==> config.mk <==
export PLATFORM = sky130hd
export DESIGN_NAME = dpram_arbiter
export DESIGN_NICKNAME = d
export VERILOG_FILES = /design/src/rtl/dpram_arbiter.sv
export SDC_FILE = /design/constraint.sdc
export NUM_CORES = 1
export LEC_CHECK = 0
export CORE_UTILIZATION = 30
export CTS_BUF_LIST = sky130_fd_sc_hd__clkbuf_8
export DETAILED_ROUTE_END_ITERATION = 7
export PLACE_DENSITY = 0.72
export SYNTH_ARGS = -nofsm -noshare
export SYNTH_HDL_FRONTEND = slang
export SYNTH_SLANG_ARGS = --single-unit
==> constraint.sdc <==
create_clock -name clock -period 3.5 [get_ports clock]
set_input_delay 0.875 -clock clock [delete_from_list [all_inputs] [get_ports clock]]
set_output_delay 0.875 -clock clock [all_outputs]
set_load 0.01 [all_outputs]
==> src/rtl/dpram_arbiter.sv <==
// Two-master round-robin arbiter in front of one shared RAM port.
// Commands pass through combinationally. Read responses are routed back to
// the issuing master using an in-order tag FIFO of master IDs.
module dpram_arbiter #(
    parameter int unsigned WIDTHA  = 10,
    parameter int unsigned WIDTHD  = 8,
    parameter int unsigned MAXPEND = 4
) (
    input  logic              clock,
    input  logic              sreset,
    input  logic [WIDTHA-1:0] m0_address,
    input  logic [WIDTHD-1:0] m0_writedata,
    input  logic              m0_read,
    input  logic              m0_write,
    output logic [WIDTHD-1:0] m0_readdata,
    output logic              m0_waitrequest,
    output logic              m0_readdatavalid,
    input  logic [WIDTHA-1:0] m1_address,
    input  logic [WIDTHD-1:0] m1_writedata,
    input  logic              m1_read,
    input  logic              m1_write,
    output logic [WIDTHD-1:0] m1_readdata,
    output logic              m1_waitrequest,
    output logic              m1_readdatavalid,
    output logic [WIDTHA-1:0] s_address,
    output logic [WIDTHD-1:0] s_writedata,
    output logic              s_read,
    output logic              s_write,
    input  logic [WIDTHD-1:0] s_readdata,
    input  logic              s_waitrequest,
    input  logic              s_readdatavalid,
    output logic              err
);

    localparam int unsigned PW = (MAXPEND > 1) ? $clog2(MAXPEND) : 1;
    localparam int unsigned CW = PW + 1;

    logic [MAXPEND-1:0] tag_q;
    logic [PW-1:0]      rd_ptr_q;
    logic [PW-1:0]      wr_ptr_q;
    logic [CW-1:0]      count_q;
    logic               last_grant_q;
    logic               lock_q;
    logic               lock_id_q;
    logic               err_q;

    logic req0, req1;
    logic gnt_valid, gnt_id;
    logic gnt_read, gnt_write;
    logic full, empty, rd_stall, accept, push, pop;

    assign req0 = m0_read | m0_write;
    assign req1 = m1_read | m1_write;

    // Grant selection: held grant first, then round-robin on a tie.
    always_comb begin
        gnt_valid = 1'b0;
        gnt_id    = 1'b0;
        if (!sreset) begin
            if (lock_q && (lock_id_q ? req1 : req0)) begin
                gnt_valid = 1'b1;
                gnt_id    = lock_id_q;
            end else if (req0 && req1) begin
                gnt_valid = 1'b1;
                gnt_id    = ~last_grant_q;
            end else if (req0) begin
                gnt_valid = 1'b1;
                gnt_id    = 1'b0;
            end else if (req1) begin
                gnt_valid = 1'b1;
                gnt_id    = 1'b1;
            end
        end
    end

    // Write beats read when a master raises both strobes.
    assign gnt_write = gnt_valid & (gnt_id ? m1_write : m0_write);
    assign gnt_read  = gnt_valid & ~gnt_write & (gnt_id ? m1_read : m0_read);

    // Full is taken from the registered count, so a same-cycle pop does not free a slot.
    assign full     = (count_q == CW'(MAXPEND));
    assign empty    = (count_q == '0);
    assign rd_stall = gnt_read & full;
    assign accept   = gnt_valid & ~s_waitrequest & ~rd_stall;
    assign push     = accept & gnt_read;
    assign pop      = s_readdatavalid & ~empty & ~sreset;

    assign s_address   = gnt_valid ? (gnt_id ? m1_address : m0_address) : '0;
    assign s_writedata = gnt_valid ? (gnt_id ? m1_writedata : m0_writedata) : '0;
    assign s_read      = gnt_read & ~rd_stall;
    assign s_write     = gnt_write;

    assign m0_waitrequest = sreset ? 1'b1 :
                            (gnt_valid && !gnt_id) ? (s_waitrequest | rd_stall) : req0;
    assign m1_waitrequest = sreset ? 1'b1 :
                            (gnt_valid && gnt_id) ? (s_waitrequest | rd_stall) : req1;

    assign m0_readdata      = s_readdata;
    assign m1_readdata      = s_readdata;
    assign m0_readdatavalid = pop & ~tag_q[rd_ptr_q];
    assign m1_readdatavalid = pop & tag_q[rd_ptr_q];
    assign err              = err_q;

    // Tag FIFO, arbitration history, grant lock and sticky error flag.
    always_ff @(posedge clock) begin
        if (sreset) begin
            tag_q        <= '0;
            rd_ptr_q     <= '0;
            wr_ptr_q     <= '0;
            count_q      <= '0;
            last_grant_q <= 1'b1;
            lock_q       <= 1'b0;
            lock_id_q    <= 1'b0;
            err_q        <= 1'b0;
        end else begin
            if (push) begin
                tag_q[wr_ptr_q] <= gnt_id;
                wr_ptr_q        <= wr_ptr_q + PW'(1);
            end
            if (pop) begin
                rd_ptr_q <= rd_ptr_q + PW'(1);
            end
            if (push && !pop) begin
                count_q <= count_q + CW'(1);
            end else if (pop && !push) begin
                count_q <= count_q - CW'(1);
            end
            if (s_readdatavalid && empty) begin
                err_q <= 1'b1;
            end
            if (accept) begin
                last_grant_q <= gnt_id;
            end
            lock_q    <= gnt_valid & ~accept;
            lock_id_q <= gnt_id;
        end
    end

endmodule

Yosys cells after proc, flatten, opt, wreduce, memory -nomap -nowiden --
Index checks and enable logic that the tools add are counted.
Storage, ports and cells: logic and storage cells 80, output and inout port bits 41, flip-flop bits (word level) 15, bits of input ports 52
Cells by class: order comparisons 3, muxes and demuxes 27, equal/unequal tests 1, reductions and logical operators 13, bitwise gates (word level) 24, $add $sub $neg 4
Operators by type and width (count):
- two-way mux 10 bit | 2
- two-way mux 1 bit | 18
- two-way mux 8 bit | 2
- AND 1 bit | 13
- logical AND 1 bit | 8
- NOT 1 bit | 8
- less-than comparator 2 x 3 -> 1 bit (second input constant) | 2
- two-way mux 3 bit | 2
- adder 2 x 1 -> 2 bit (second input constant) | 2
- bitwise mux 4 bit | 1
- adder 3 x 1 -> 3 bit (second input constant) | 1
- equality test 3 bit (second input constant) | 1
- zero test 1 bit | 3
- zero test 3 bit | 1
- bitwise OR 1 bit | 3
- subtractor 3 x 1 -> 3 bit (second input constant) | 1
- binary-select mux 1 bit (select 2 bit) | 1
- demux 1 bit (select 2 bit) | 1
- greater-or-equal comparator 2 x 1 -> 1 bit (second input constant) | 1
- nonzero test 2 bit | 1

Depth between registers and ports, before layout --
word-level depth 19, gate-level depth with buffers 11, depth with buffers taken out 10

Worst setup path before layout --
No wires, ideal clock.
path kind input to register, from input port m0_write, to register count_q[2], required time 3.430 ns, setup time 0.070 ns, stages 11, path slack 0.259 ns, arrival time 3.171 ns, buffers on the path 1, cell sequence nor2_2 -> o31a_1 -> nor4b_4 -> and2_1 -> buf_6 -> ha_1 -> inv_1 -> fa_1 -> xor2_1 -> or3_1 -> a21oi_1
On the way: longest elaborated chain between the ends 17, elaborated cells between the ends (all ways) 28
RTL lines:
- from (decl) | line 14 | input logic m0_write,
- bitwise OR 1 bit | line 52 | assign req0 = m0_read | m0_write;
- two-way mux 1 bit, or another cell as far along | line 66 | end else if (req0) begin
- two-way mux 1 bit or logical AND 1 bit (tied branches) | line 63, 60
- two-way mux 1 bit | line 60 | if (lock_q && (lock_id_q ? req1 : req0)) begin
- two-way mux 1 bit | line 59 | if (!sreset) begin
- two-way mux 1 bit | line 77 | assign gnt_write = gnt_valid & (gnt_id ? m1_write : m0_write);
- AND 1 bit | line 77
- NOT 1 bit | line 78 | assign gnt_read = gnt_valid & ~gnt_write & (gnt_id ? m1_read : m0_read);
- AND 1 bit (2 in series) | line 78
- AND 1 bit | line 83 | assign rd_stall = gnt_read & full;
- NOT 1 bit | line 84 | assign accept = gnt_valid & ~s_waitrequest & ~rd_stall;
- AND 1 bit | line 84
- AND 1 bit (*) | line 85 | assign push = accept & gnt_read;
- net push | line 50 | logic full, empty, rd_stall, accept, push, pop;
- zero test 1 bit | line 125 | end else if (pop && !push) begin
- logical AND 1 bit | line 125
- nonzero test 2 bit (no source line)
- to (signal assigned) | line 124 | count_q <= count_q + CW'(1);
- to (signal assigned) | line 126 | count_q <= count_q - CW'(1);
- to (decl) | line 41 | logic [CW-1:0] count_q;
Mark *: on every way through the listed nets, which the timed path passes. The rest lies on a longest branch. A chain may end at the register's enable or synchronous reset.

Worst setup path in the final report --
from input port m0_write, to output port s_write
On the way: longest elaborated chain between the ends 7, elaborated cells between the ends (all ways) 14
RTL lines:
- bitwise OR 1 bit | line 52
- two-way mux 1 bit, or another cell as far along | line 66
- two-way mux 1 bit or logical AND 1 bit (tied branches) | line 63, 60
- two-way mux 1 bit | line 60
- two-way mux 1 bit | line 59
- two-way mux 1 bit | line 77
- AND 1 bit (*) | line 77
- to (decl) | line 28 | output logic s_write,
Every way passes the cells marked *; elsewhere a longest branch is shown, timed or not.

==> run summary <==
Counting flops with a built-in enable in the synthesized netlist gives 0. After floorplanning, the core was sized to cover 0.004000 mm2. The number of detailed-route iterations in the first pass is 4. After technology mapping, the gate count stands at 170. The total negative slack is 0 ns. The initial cell density of the core is 0.3112. The transition at the pin with the smallest max-transition slack is 0.4432 ns. The summed area of non-filler cells in the final layout came out at 0.002106 mm2. The fraction of registers with async set or reset after synthesis is 0. The floorplan die area is 0.004412 mm2. The tree is rooted in a sky130_fd_sc_hd__clkbuf_8.

For this design the top-level I/O count stands at 93. The number of antenna violations at the first check in global routing came out at 0. By instance count, the cell type seen most on the critical path is sky130_fd_sc_hd__buf_4. For this run, the register share of the synthesized area comes to 0.2412. The routed length on met1 is 1.388 mm. Summed over all nets, the switching power comes to 0.1769 mW. The number of nets in the synthesized netlist came out at 228. The count of buffering cells on the critical path with inverters included is 7. In this run the cell area measured after placement is 0.001988 mm2. The clock sink count is 15.

TritonCTS built the clock tree. After synthesis, the cell types taking the most area are sky130_fd_sc_hd__dfxtp_1 (24%), sky130_fd_sc_hd__nand2_1 (12%), sky130_fd_sc_hd__buf_4 (9.6%). At the placement stage, the worst setup path has a slack of -0.4528 ns.

In the final layout, the share of cells above drive strength 1 is 0.2367. The relative max-transition margin is 0.7023. In this run the critical register-to-register path is captured at count_q[2]$_SDFFE_PP0P_.

The highest attainable clock frequency came out at 0.2914 GHz. The count of vias placed by the detailed router came out at 1361. The vertical die dimension came out at 66.42 um. The max-slew violation count came to 0. For this design, the slowest cell found on the critical path is sky130_fd_sc_hd__dlygate4sd2_1. The die is 66.42 um wide.

In the detailed route, the total length drawn on met3 is 214 um. The number of stages on the worst hold path came out at 2. The final antenna diode count is 0. The required arrival time at the worst endpoint is 2.62 ns.

The post-layout net count came out at 304. The share of total power consumed by net switching came out at 0.3048. The fraction of the core area covered by cells at the end of the flow came out at 0.5264. The critical path startpoint category is an input pin. The wire length of the first global-routing pass came out at 5.816 mm. The share of total power dissipated in the clock network is 0.253.

The most common cell after layout, fill and taps aside is sky130_fd_sc_hd__clkdlybuf4s50_1. Entering global routing, the biggest net connects 22 pins. The internal cell power came out at 0.4036 mW. The critical path goes through dlygate4sd2_1, nor2_2, buf_6, nor3_2, buf_4, nor3_4, buf_4, buf_12, buf_4, mux2i_1, nor2_1, clkdlybuf4s15_2. The total DRC errors in the routed layout came out at 0. The final worst clock skew came out at 0.008041 ns. The final hold slack came out at 0.4658 ns.

Counting tap cells, the placed design contains a total of 282 instances. In this run, CTS created clock tree buffers numbering 3. The setup path with the least slack is of type input pin to output port.

In this run the power density over the cells is 275.7 mW/mm2. The time the final worst path needs with I/O delays and setup is 3.432 ns. The total power after layout came out at 0.5806 mW.

The path class of the tightest hold or removal check is register to register. Setup violations remaining at the end of the flow were counted as 0. Of all cell types, the one taking the most synthesized area is sky130_fd_sc_hd__dfxtp_1. The most used flip-flop cell after synthesis is sky130_fd_sc_hd__dfxtp_1.

The worst hold path terminates at err$_SDFFE_PP0P_. The number of buffers between clock root and the deepest sink is 2. The origin of the worst min-delay path is err$_SDFFE_PP0P_. After synthesis, the netlist uses 37 different library cells.

The via count of the first global-routing pass was 1395. The layout overhead on the synthesized area is 69.15%. The mapped netlist covers 0.001245 mm2.

The portion of total power attributed to sequential cells is 0.330. The length of routed met2 wiring came out at 1.698 mm. Using the TritonRoute via totals, the vias-per-cell ratio works out to 4.614. The uppermost layer routed is met4.

The maximum vdd ir drop came out at 0.0001080 V. The register-to-register setup slack is 0.74 ns. After the first detailed-routing iteration, the DRC count stood at 41.

The non-filler instance count after layout is 295. In the layout the commonest cells are sky130_fd_sc_hd__clkdlybuf4s50_1 (42), sky130_fd_sc_hd__nand2_1 (39), sky130_fd_sc_hd__buf_4 (23). The sum of net half-perimeters after detailed placement came out at 2.438 mm. The combinational share of power is 0.417. STA puts the critical path data arrival time at 2.56 ns. The average size of a mapped cell came out at 7.323 um2.

The level count of the clock H-tree came out at 1. Global routing finished with a remaining overflow of 0. The hold violation count in the final report is 0.

The number of inserted filler cells in the final layout is 404. At the end of routability-driven placement, the weighted congestion stood at 0.7739. The worst reg2reg path startpoint is lock_q$_SDFF_PP0_. The wire length per cell is 11.30 um.

Input and output buffers added on the ports amount to 68. Counting flops and latches in the post-synthesis netlist gives 15. Broken down by cell family, the worst path's largest delay share belongs to buffers and inverters.

Clock-pin slew was measured on the worst setup and hold paths at 0.06 ns. The maximum net fanout on the critical path came out at 7. The slack of the critical path came out at 0.06789 ns. The area share of the largest cell type after synthesis came out at 0.2412. The worst setup path is captured at an output port. For this run, the number of Yosys warnings is 0.

Setup repair after global routing could not meet its margin everywhere. The static leakage is 0.9407 nW. The number of cells on the worst reg-to-reg path is 11.

The run finished with clean final reports. The total length of routed wires came out at 3.333 mm. The insertion delay to the later sink of the worst-skew pair is 0.26 ns.

The largest single stage delay on the critical path is 0.26 ns. The share of the cycle needed by the critical path after routing is 0.9806. The total track usage is 0.1694. The hold-fix buffer count after cts is 0.

The number of maximum-capacitance constraint violations came out at 0. The number of routed nets with antenna violations came out at 0. The number of standard-cell rows in the floorplan is 23.
==> cell type report <==
| class | count | area (um2) | area share |
|---|---|---|---|
| clock buffer | 3 | 41.29 | 0.01961 |
| clock inverter | 1 | 7.507 | 0.003565 |
| inverter | 9 | 33.78 | 0.01604 |
| multi-input combinational | 121 | 772.0 | 0.3666 |
| sequential | 15 | 300.3 | 0.1426 |
| tap | 50 | 62.56 | 0.02971 |
| timing repair buffer | 96 | 888.4 | 0.4219 |
==> kinds of logic (layout without fill, tap and decap cells) <==
family	after synthesis	after routing	synth area share
AND/OR/NAND/NOR	70	70	0.2754
multiplexers	4	4	0.04221
adder cells (fa/ha/maj)	6	6	0.06633
AO/OA/AOI/OAI	37	37	0.1900
buffers and inverters	34	109	0.1568
flip-flops	15	15	0.2412
XOR/XNOR	4	4	0.02815
==> Yosys cell counts (2+ instances only) <==
cell type and n:
sky130_fd_sc_hd__a311oi_1 4, sky130_fd_sc_hd__a21oi_1 4, sky130_fd_sc_hd__nor3_1 2, sky130_fd_sc_hd__and2b_2 2, sky130_fd_sc_hd__nor2_1 10, sky130_fd_sc_hd__mux2i_1 3
sky130_fd_sc_hd__dfxtp_1 15, sky130_fd_sc_hd__nand2_1 39, sky130_fd_sc_hd__or3_1 2, sky130_fd_sc_hd__and2_1 3, sky130_fd_sc_hd__a31o_1 4, sky130_fd_sc_hd__inv_1 9
sky130_fd_sc_hd__xor2_1 3, sky130_fd_sc_hd__buf_4 16, sky130_fd_sc_hd__o21ai_0 19, sky130_fd_sc_hd__clkbuf_1 8, sky130_fd_sc_hd__nor3b_1 3, sky130_fd_sc_hd__ha_1 5
==> worst register-to-register path, stage by stage, from the launching register on <==
cell	delay, ns
sky130_fd_sc_hd__dfxtp_1	0.32
sky130_fd_sc_hd__and2_1	0.20
sky130_fd_sc_hd__o31a_1	0.27
sky130_fd_sc_hd__buf_4	0.14
sky130_fd_sc_hd__nor4b_4	0.33
sky130_fd_sc_hd__and2_1	0.20
sky130_fd_sc_hd__ha_1	0.17
sky130_fd_sc_hd__inv_1	0.06
sky130_fd_sc_hd__fa_1	0.38
sky130_fd_sc_hd__xor2_1	0.18
sky130_fd_sc_hd__or3_1	0.30
sky130_fd_sc_hd__a21oi_1	0.14
==> power by group through the flow <==
| stage | clock (mW) | sequential, mW | combinational (mW) |
|---|---|---|---|
| 2_1_floorplan | 0 | 0.194 | 0.116 |
| 3_3_place_gp | 0 | 0.195 | 0.234 |
| 3_5_place_dp | 0 | 0.195 | 0.237 |
| 4_1_cts | 0.150 | 0.191 | 0.246 |
| 5_1_grt | 0.157 | 0.193 | 0.269 |
| 6_report | 0.147 | 0.191 | 0.242 |
==> flip-flops by register name, summed over array words and instances, names as in the netlist <==
register	flops
tag_q	4
count_q	3
rd_ptr_q	2
wr_ptr_q	2
err	1
last_grant_q	1
lock_id_q	1
lock_q	1
==> how the worst max path moves through the flow <==
stage,slack (ns),to,start,depth (start not counted)
2_1_floorplan,0.26,count_q[2]$_SDFFE_PP0P_,m0_write,11
3_5_place_dp,-0.45,m0_waitrequest,m0_write,7
3_3_place_gp,-0.44,m0_waitrequest,m0_write,7
4_1_cts,0.007,s_address[5],m1_write,9
6_report,0.07,s_write,m0_write,12
5_1_grt,-0.07,s_write,m0_write,12
==> metal layers <==
| metal | vias up | GRT usage |
|---|---|---|
| met5 | - | 0 |
| met4 | 0 | 0.03989 |
| met3 | 5 | 0.03621 |
| met2 | 55 | 0.3138 |
| met1 | 596 | 0.1952 |
| li1 | 705 | - |
==> what timing repair did <==
| item | CTS | global route |
|---|---|---|
| pin swaps | 2 | 1 |
| cloned | 2 | 0 |
| resized for setup | 52 | 26 |
| setup endpoints to repair | 24 | 20 |
| setup buffers | 7 | 0 |
Power figures use the tool's default switching activity.
